## config.mk

```make
export PLATFORM = sky130hd
export DESIGN_NAME = down_timer
export DESIGN_NICKNAME = d
export VERILOG_FILES = /design/src/rtl/down_timer.sv
export SDC_FILE = /design/constraint.sdc
export NUM_CORES = 1
export LEC_CHECK = 0
export ABC_CLOCK_PERIOD_IN_PS = 5700
export BUFFER_PORTS_ARGS = -buffer_cell sky130_fd_sc_hd__buf_2
export CORE_MARGIN = 3
export CORE_UTILIZATION = 35
export CTS_BUF_LIST = sky130_fd_sc_hd__clkbuf_4 sky130_fd_sc_hd__clkbuf_8
export CTS_CLUSTER_DIAMETER = 100
export DETAILED_ROUTE_END_ITERATION = 8
export PLACE_DENSITY_LB_ADDON = 0.05
export SLEW_MARGIN = 5
export SYNTH_ARGS = -nofsm -noshare
export SYNTH_HDL_FRONTEND = slang
export SYNTH_SLANG_ARGS = --single-unit
```

## constraint.sdc

```tcl
create_clock -name clk -period 5.7 [get_ports clk]
set_input_delay 0.57 -clock clk [delete_from_list [all_inputs] [get_ports clk]]
set_output_delay 0.57 -clock clk [all_outputs]
set_load 0.02 [all_outputs]
```

## src/rtl/down_timer.sv

```systemverilog
// Loadable down-counting timer: prescaled tick, pause/stop, one-shot or auto-reload.
// Ports: clk, rst (async high), start, stop, pause, auto_rld, ld_value, presc -> dout, busy, tc, done.
module down_timer #(
  parameter int WIDTH   = 4,
  parameter int PRESC_W = 8
) (
  input  logic               clk,
  input  logic               rst,
  input  logic               start,
  input  logic               stop,
  input  logic               pause,
  input  logic               auto_rld,
  input  logic [WIDTH-1:0]   ld_value,
  input  logic [PRESC_W-1:0] presc,
  output logic [WIDTH-1:0]   dout,
  output logic               busy,
  output logic               tc,
  output logic               done
);

  typedef enum logic [1:0] {
    IDLE = 2'd0,
    RUN  = 2'd1,
    HOLD = 2'd2
  } state_t;

  state_t             state, state_n;
  logic [WIDTH-1:0]   dout_n;
  logic [WIDTH-1:0]   rld, rld_n;
  logic [PRESC_W-1:0] pcnt, pcnt_n;
  logic               tc_n;
  logic               done_n;
  logic               tick;

  localparam logic [WIDTH-1:0]   ZERO = '0;
  localparam logic [WIDTH-1:0]   ONE  = {{(WIDTH-1){1'b0}}, 1'b1};
  localparam logic [PRESC_W-1:0] PONE = {{(PRESC_W-1){1'b0}}, 1'b1};

  // >= so a prescaler lowered below the running count still ticks at once
  assign tick = (pcnt >= presc);
  assign busy = (state != IDLE);

  always_ff @(posedge clk or posedge rst) begin
    if (rst) begin
      state <= IDLE;
      dout  <= '0;
      rld   <= '0;
      pcnt  <= '0;
      tc    <= 1'b0;
      done  <= 1'b0;
    end else begin
      state <= state_n;
      dout  <= dout_n;
      rld   <= rld_n;
      pcnt  <= pcnt_n;
      tc    <= tc_n;
      done  <= done_n;
    end
  end

  always_comb begin
    state_n = state;
    dout_n  = dout;
    rld_n   = rld;
    pcnt_n  = pcnt;
    tc_n    = 1'b0;
    done_n  = done;
    if (stop && state != IDLE) begin
      // abort keeps the current count visible
      state_n = IDLE;
      pcnt_n  = '0;
    end else if (start) begin
      dout_n = ld_value;
      rld_n  = ld_value;
      pcnt_n = '0;
      if (ld_value == ZERO) begin
        // zero load expires immediately
        tc_n    = 1'b1;
        done_n  = 1'b1;
        state_n = IDLE;
      end else begin
        done_n  = 1'b0;
        state_n = RUN;
      end
    end else if (state != IDLE) begin
      if (pause) begin
        state_n = HOLD;
      end else begin
        // leaving HOLD counts on the same edge pause is seen low
        state_n = RUN;
        if (tick) begin
          pcnt_n = '0;
          if (dout > ONE) begin
            dout_n = dout - ONE;
          end else if (dout == ONE) begin
            tc_n = 1'b1;
            if (auto_rld) begin
              dout_n = rld;
            end else begin
              dout_n  = ZERO;
              done_n  = 1'b1;
              state_n = IDLE;
            end
          end
        end else begin
          pcnt_n = pcnt + PONE;
        end
      end
    end
  end

endmodule

```

Word-level counts from Yosys, hierarchy flattened
Cells that the tools add are included.

Register bits: 20. Input port bits: 18. Word-level logic and storage cells: 64.

Add/sub/neg operators: 2. $lt $le $gt $ge: 2. Equal/unequal tests: 5. Multiplexer cells: 36. Bitwise operators: 1. Reductions and logical operators: 12.

Operators with widths (count): $mux W8 (5); $mux W4 (7); $mux W1 (20); $add A8 B1 Y8 const B (1); $ge A8 B8 Y1 (1); $mux W2 (4); $reduce_bool A2 Y1 (4); $reduce_and A7 Y1 (1); $ne A2 B2 Y1 const B (3); $reduce_bool A3 Y1 (2); $reduce_and A5 Y1 (1); $eq A4 B1 Y1 const B (1); $gt A4 B1 Y1 const B (1); $logic_not A4 Y1 (1); $reduce_and A2 Y1 (2); $sub A4 B1 Y4 const B (1); $ne A3 B2 Y1 const B (1); $logic_and A1 B1 Y1 (1); $not A1 Y1 (1).

Depth between registers and ports, before layout
Gate-level depths: netlist (run 1).

Word-level depth: 8. Mapped depth: 8.

Least setup slack after synthesis (run 1)
No wires, ideal clock.

Path kind: input port to flip-flop. Start point: input presc[2]. End point: register dout[0]. Library setup time: 0.125 ns. Arrival time: 1.921 ns. Data required time: 5.575 ns. Setup slack: 3.654 ns. Cell stages on the path: 7. Path buffers: 0. Cells stage by stage: inv_1 > ha_1 > and3_1 > o21ai_1 > a31o_1 > a211o_1 > mux2_4.

Longest elaborated chain between the ends: 3.

RTL lines: start, declared (RTL line 14) `input logic [PRESC_W-1:0] presc,`; $ge A8 B8 Y1 (RTL line 40) `assign tick = (pcnt >= presc);`; $reduce_bool A2 Y1 (no line); $reduce_and A5 Y1 (no line); end signal, assigned (RTL line 53) `dout <= dout_n;`; end, declared (RTL line 15) `output logic [WIDTH-1:0] dout,`.

Every way passes these cells. A chain may end at the register's enable or synchronous reset.

Final worst setup path (run 1)
Start point: register pcnt[2]. End point: register dout[3].

Longest elaborated chain between the ends: 3.

RTL lines: start, declared (RTL line 30) `logic [PRESC_W-1:0] pcnt, pcnt_n;`; start signal, assigned (RTL line 55) `pcnt <= pcnt_n;`; $ge A8 B8 Y1 (RTL line 40); $reduce_bool A2 Y1 (no line); $reduce_and A5 Y1 (no line).

Every way passes these cells.

==> summary.txt, run 1 <==
Outcome
  – Status: complete, no violations

Critical path
  – R2R Setup Slk: approximately 3.5 ns
  – Worst r2r src: pcnt[2]
  – CP Data Arrival Time: between 2 and 2.5 ns
  – CP required: 5.85 ns
  – Crit Path Class: reg2reg
  – Crit path from: pcnt[2]
  – CP Launch Type: register
  – Crit path capture type: register
  – CP Max Fanout: 13

Place
  – PortBufs: 24
  – HPWL Detailed: approximately 2300 um
  – RePlAce Congestion: about 0.76
  – Dpl cells: around 220
  – Placed cell area: 1540 um^2

Power
  – PwrDens: between 300 and 400 nW/um^2
  – Leak Pwr: between 0.0007 and 0.0008 uW
  – Total power: around 500 uW
  – Maximum VDD drop: about 0.16 mV

Timing
  – Final Hold Viols: 0
  – Min cycle time layout: between 2 and 2.5 ns
  – Final-report setup violation count: 0
  – Final Cycle Share: between 30% and 40%
  – RSZ-0062 raised after global routing: no
  – Max Fclk: between 400 and 500 MHz
  – Worst slew pin tran: around 0.8 ns
  – TNS Setup: 0 ns
  – Relative slew slack: approximately 46%
  – Clk_skew: 0.00702 ns
  – Slew Limit Fails: 0

Global routing
  – First-pass GRT wire length: 4970 um
  – Vias in the first global route: ~1.1k
  – GR Util All Layers: around 14%
  – Initial antenna violation count: 0
  – Grt total ovfl: 0
  – Largest net degree at the start of global routing: 22

Final layout
  – Final antenna diode count: 0
  – Layout overhead on the synthesized area: 15.6%
  – Final cell count without fillers: between 200 and 250
  – Final instance area: ~1600 um^2
  – Share of cells above drive strength 1: 21.1%
  – Nets: between 200 and 250
  – FILL cells: approximately 380
  – Most frequent cells in the layout: 24 x buf_2, 20 x dfrtp_1, 19 x inv_1, 12 x nand2_1, 11 x ha_1
  – Most common cell after layout, fill and taps aside: buf_2

Drt
  – Via count: around 1.2k
  – Drt first pass iters: 4
  – DRC Markers: 0
  – Vias per inst: 5.38
  – DRT iter0 DRCs: 44
  – Routed Antenna Nets: 0
  – Routed length per instance: 13.7 um
  – Drt total wl: 3070 um

Floorplan
  – Core area: between 3000 and 4000 um^2
  – Die width: between 60 and 70 um
  – Std cell rows: 22
  – Die height: 68.7 um
  – IO Pins: 25
  – Initial Utilization: around 37%
  – Die footprint: 4720 um^2

Synthesis
  – Number of synthesized flops with an enable pin: 0
  – Top cells by area, synth: dfrtp_1 36%, ha_1 10%, inv_1 5.2%, o21ai_0 3.3%, nand2_1 3.3%
  – #FFs+latches synth: 20
  – Asr flop ratio synth: 100%
  – Mapped cell area: around 1400 um^2
  – Yosys warning total: 0
  – Top-area cell type share of the netlist area: between 30% and 40%
  – Post-Syn Nets: 180
  – Yosys top cell by area: dfrtp_1
  – Cells after Synth: 151
  – Yosys cell types: roughly 40
  – Sequential area share after synthesis: 36.3%
  – Syn_area_per_cell: about 9.1 um^2
  – Main synth FF type: dfrtp_1

Clocking
  – Total CTS buffers: 3
  – Gates resized, CTS repair: 0
  – CTS tree: done
  – Bufs on Longest Clock Path: 2
  – CTS Sinks: 20
  – Clock-pin slew on the worst setup and hold paths: about 0.080 ns
  – Post-CTS setup buffers: 0
  – CTS root buffer: clkbuf_8
  – Cts hold-fix bufs: 0
  – Clock Latency Late Sink: 0.26 ns
  – CTS HTree Levels: 1

Run
  – MaxCap Viol Count: 0

Worst hold path
  – Hold Path Class: in2async
cell families (layout without fill, tap and decap cells):
| kind of cell | count (synthesis) | count (layout) | share of synthesized area, % |
|---|---|---|---|
| multiplexers | 9 | 9 | 7.63 |
| flip-flops | 20 | 20 | 36.3 |
| adder cells (fa/ha/maj) | 11 | 11 | 9.99 |
| AO/OA/AOI/OAI | 43 | 43 | 21.4 |
| buffers and inverters | 23 | 47 | 6.63 |
| AND/OR/NAND/NOR | 45 | 45 | 18.0 |
synthesized netlist by cell type (all sizes together), types with 4 or more instances:
cell type	number
nand2	12
ha	11
nand3	5
nor2	5
inv	19
o21ai	11
buf	4
dfrtp	20
mux2	6
a21oi	6
cell type report:
cell class,instances,area [um^2],area share (%)
clock buffer,4,55.1,3.46
inverter,19,71.3,4.48
multi-input combinational,108,786,49.3
sequential,20,500,31.4
tap,48,60.1,3.77
timing repair buffer,24,120,7.54
state kept, by name, summed over array words and instances (netlist names):
register  flops
rld           4
dout          4
tc            1
state         2
done          1
pcnt          8
layer usage:
metal	wire (um)	GRT usage (%)	vias up
met3	144	3.40	2
met4	24	4.38	0
met1	1640	20.8	570
met5	0	0	-
li1	-	-	604
met2	1260	20.6	24
metrics by stage:
| step | hold slack (ns) | utilization (%) | setup slack (ns) |
|---|---|---|---|
| after floorplan | 0.451 | - | 3.65 |
| after global placement | 0.491 | 41.4 | 3.32 |
| after detailed placement | 0.496 | 41.4 | 3.26 |
| after CTS | 0.484 | 42.9 | 3.52 |
| after global routing | 0.508 | 42.9 | 3.40 |
| final | 0.449 | 42.9 | 3.53 |
path summary, 6_finish.rpt:
check,to,cells after the start
min,dout[0],2
max,dout[3],6
max in group asynchronous,pcnt[2],2
min reg2reg,rld[1],1
max reg2reg,dout[3],6
min in group clk,rld[1],1
report_power, final:
group / internal, uW / total [uW] / switching, uW
Clock: 61.4 / 108 / 46.5
Combinational: 84.9 / 193 / 109
Sequential: 170 / 203 / 33.0
Total: 317 / 505 / 188
critical path, cell delays in order (launching register included):
cell	delay, ns
dfrtp_1	0.42
ha_1	0.30
and3_1	0.15
o21ai_1	0.05
a31o_1	0.36
a21oi_1	0.42
mux2_1	0.36
Note: power is estimated with default switching activity, not from simulation.
==> run 2, diff against run 1 <==
Settings changed: ABC_AREA set to 1, ABC_CLOCK_PERIOD_IN_PS 5700 to 2000.
Clock period 5.7 ns to 2 ns, I/O delays scaled along.
==> summary.txt, run 2 <==
Critical path
  – Crit Path Class: reg2reg
  – Crit path capture type: register
  – CP Max Fanout: 6 (-7)
  – CP Launch Type: register
  – CP required: 2.20 ns (-3.65 ns)
  – CP Data Arrival Time: 1.98 ns (-0.34 ns)

Final layout
  – Most flops, register: pcnt
  – Core Util, Final: 43.1% (+0.29 points)
  – Final antenna diode count: 0 (unchanged)
  – Most common cell after layout, fill and taps aside: nand2_1
  – Largest regs: pcnt x8, dout x4, rld x4
  – Multi-input gate area: 743 um^2 (-5.4%)
  – Share of cells above drive strength 1: 20.3% (-0.87 points)
  – Nets: 252 (+23%)
  – FILL cells: 438 (+14%)
  – Most frequent cells in the layout: 61 x nand2_1, 30 x inv_1, 24 x buf_2, 21 x nor2_1, 20 x dfrtp_1
  – Register Area: 500 um^2 (unchanged)
  – Number of flip-flops in the largest register: 8 (unchanged)
  – Layout overhead on the synthesized area: 16.6%

Power
  – Net Switching: 581 uW (+210%)
  – PwrDens: 899 nW/um^2 (+180%)
  – Part of the power in the clock network: 21.7% (+0.3 points)
  – P_int: 871 uW (+180%)
  – Switching part of the total: 40.0% (+2.8 points)
  – Leak Pwr: 0.000931 uW (+24%)
  – Sequential Power Share: 36.9% (-3.4 points)
  – Maximum VDD drop: 0.484 mV (+210%)
  – Combinational power share: 41.4% (+3.1 points)

Clocking
  – CTS HTree Levels: 1 (unchanged)
  – CTS Sinks: 20 (unchanged)
  – CTS root buffer: clkbuf_8
  – Clock-pin slew on the worst setup and hold paths: 0.08 ns (about the same)
  – Gates resized, CTS repair: 0 (unchanged)
  – Bufs on Longest Clock Path: 2 (unchanged)
  – Cts hold-fix bufs: 0 (unchanged)
  – Total CTS buffers: 3 (unchanged)
  – Post-CTS setup buffers: 0 (unchanged)
  – Clock Latency Late Sink: 0.26 ns (about the same)
  – CTS tree: done

Global routing
  – First-pass GRT wire length: 4930 um (-0.85%)
  – Grt total ovfl: 0 (unchanged)
  – Largest net degree at the start of global routing: 21 (-4.5%)
  – Vias in the first global route: 1,121 (+4.8%)
  – GR Util All Layers: 14.0% (-0.24 points)
  – Initial antenna violation count: 0 (unchanged)

Timing
  – Clk_skew: 0.00276 ns (-0.00426 ns)
  – Relative slew slack: 46.8% (+0.33 points)
  – Final Hold Viols: 0 (unchanged)
  – Min cycle time layout: 1.78 ns (-0.395 ns)
  – RSZ-0062 raised after global routing: no
  – Worst slew pin tran: 0.797 ns (+0.00452 ns)
  – Hold slack final: 0.0832 ns (-0.366 ns)
  – TNS Setup: 0 ns (unchanged)
  – Final-report setup violation count: 0 (unchanged)
  – Max Fclk: 562 MHz (+22%)
  – Final Cycle Share: 88.9% (+51 points)
  – Slew Limit Fails: 0 (unchanged)

Synthesis
  – Cells after Synth: 195 (+29%)
  – Top-area cell type share of the netlist area: 36.1% (-0.20 points)
  – Syn_area_per_cell: 7.10 um^2 (-22%)
  – Sequential area share after synthesis: 36.1% (-0.20 points)
  – Top cells by area, synth: dfrtp_1 36%, nand2_1 17%, ha_1 9.9%, inv_1 8.1%, nor2_1 5.7%
  – Yosys cell types: 27 (-34%)
  – Number of synthesized flops with an enable pin: 0 (unchanged)
  – Post-synth top cells: 61 x nand2_1, 30 x inv_1, 21 x nor2_1
  – #FFs+latches synth: 20 (unchanged)
  – Post-Syn Nets: 224 (+24%)
  – Yosys warning total: 0 (unchanged)
  – Yosys top cell by area: dfrtp_1
  – Count leader, synth: nand2_1
  – Main synth FF type: dfrtp_1
  – Mapped cell area: 1390 um^2 (+0.54%)
  – Asr flop ratio synth: 100% (unchanged)

Outcome
  – Status: complete, no violations

Floorplan
  – Die width: 68.9 um (+0.25%)
  – Die footprint: 4750 um^2 (+0.50%)
  – Core area: 3740 um^2 (+0.74%)
  – IO Pins: 25 (unchanged)
  – Die height: 68.9 um (+0.25%)
  – Initial Utilization: 37.0% (-0.072 points)
  – Std cell rows: 22 (unchanged)

Drt
  – DRC Markers: 0 (unchanged)
  – Routed Antenna Nets: 0 (unchanged)
  – Via count: 1,231 (+2.6%)
  – Routed length per instance: 10.9 um (-21%)
  – Drt total wl: 2930 um (-4.4%)
  – Vias per inst: 4.56 (-15%)
  – Drt first pass iters: 4 (unchanged)
  – DRT iter0 DRCs: 23 (-48%)

Run
  – MaxCap Viol Count: 0 (unchanged)

Place
  – RePlAce Congestion: 0.759 (-0.76%)
  – PortBufs: 24 (unchanged)
  – HPWL Detailed: 2420 um (+3.1%)

Worst hold path
  – Hold Path Class: in2async
-- run 2: changes by cell type in the layout (fill, tap and decap cells not counted), sizes merged, moves of 4 or more --
cell	previous run	this run
a21oi	6	2
inv	19	35
xor2	0	4
nand3	5	14
mux2	6	1
nand2	12	64
nor2	5	23
-- run 2: final timing paths --
path                       slack (ns)         from  endpoint  cells after the start
setup / recovery                 0.22      pcnt[7]   pcnt[2]                     10
hold / removal                   0.08          rst   pcnt[0]                      2
setup reg to reg                 0.22      pcnt[7]   pcnt[2]                     10
hold reg to reg                  0.50       rld[0]    rld[0]                      2
max in group asynchronous        1.42          rst  state[1]                      2
min in group clk                 0.21  ld_value[3]    rld[3]                      2
-- run 2: critical path, stage by stage, from the launching register on --
cell and delay, ns:
dfrtp_1 0.41, ha_1 0.30, nand2_1 0.09, inv_2 0.04, nand2_1 0.05, nand3_1 0.06, nor2_1 0.14, nand2_2 0.14
nor2_1 0.29, nand3_1 0.12, nand2_1 0.08
-- run 2: cell type report --
type	instances	area share, %
Timing Repair Buffer	24	7.44
Inverter	36	8.44
Tap cell	48	3.72
Multi-Input combinational cell	138	46.0
Clock buffer	4	3.41
Sequential cell	20	31.0
-- run 2: routing by layer --
| metal | track usage (%) | up-vias | wire [um] | share of wire [%] |
|---|---|---|---|---|
| met3 | 1.94 | 5 | 101 | 3.4 |
| met2 | 25.1 | 20 | 1520 | 52 |
| met4 | 5.11 | 0 | 42 | 1.4 |
| met1 | 16.9 | 543 | 1260 | 43 |
| li1 | - | 663 | - | - |
| met5 | 0 | - | 0 | 0 |
-- run 2: cell families (layout without fill, tap and decap cells) --
kind of cell,count (synthesis),count (layout),share of synthesized area (%)
simple gates,104,104,32.5
flops,20,20,36.1
fa+ha+maj,11,11,9.94
buf+inv,37,64,10.2
mux,1,1,0.813
xor+xnor,5,5,3.16
compound gates,17,17,7.23
-- run 2: power by group through the flow --
stage / clock network, uW / logic (uW) / registers, uW
6_report: 315 / 601 / 537
5_1_grt: 350 / 701 / 550
4_1_cts: 329 / 616 / 539
3_5_place_dp: 0 / 614 / 547
3_3_place_gp: 0 / 610 / 546
2_1_floorplan: 0 / 406 / 591
-- run 2: metrics by stage --
stage               cell area [um^2]  power, uW  setup WS [ns]  cells
floorplan                       1390        997          0.502    195
finish                          1620       1450          0.221    270
global placement                1560       1160          0.216    266
CTS                             1620       1480          0.185    270
global route                    1620       1600         0.0587    270
detailed placement              1560       1160          0.209    266
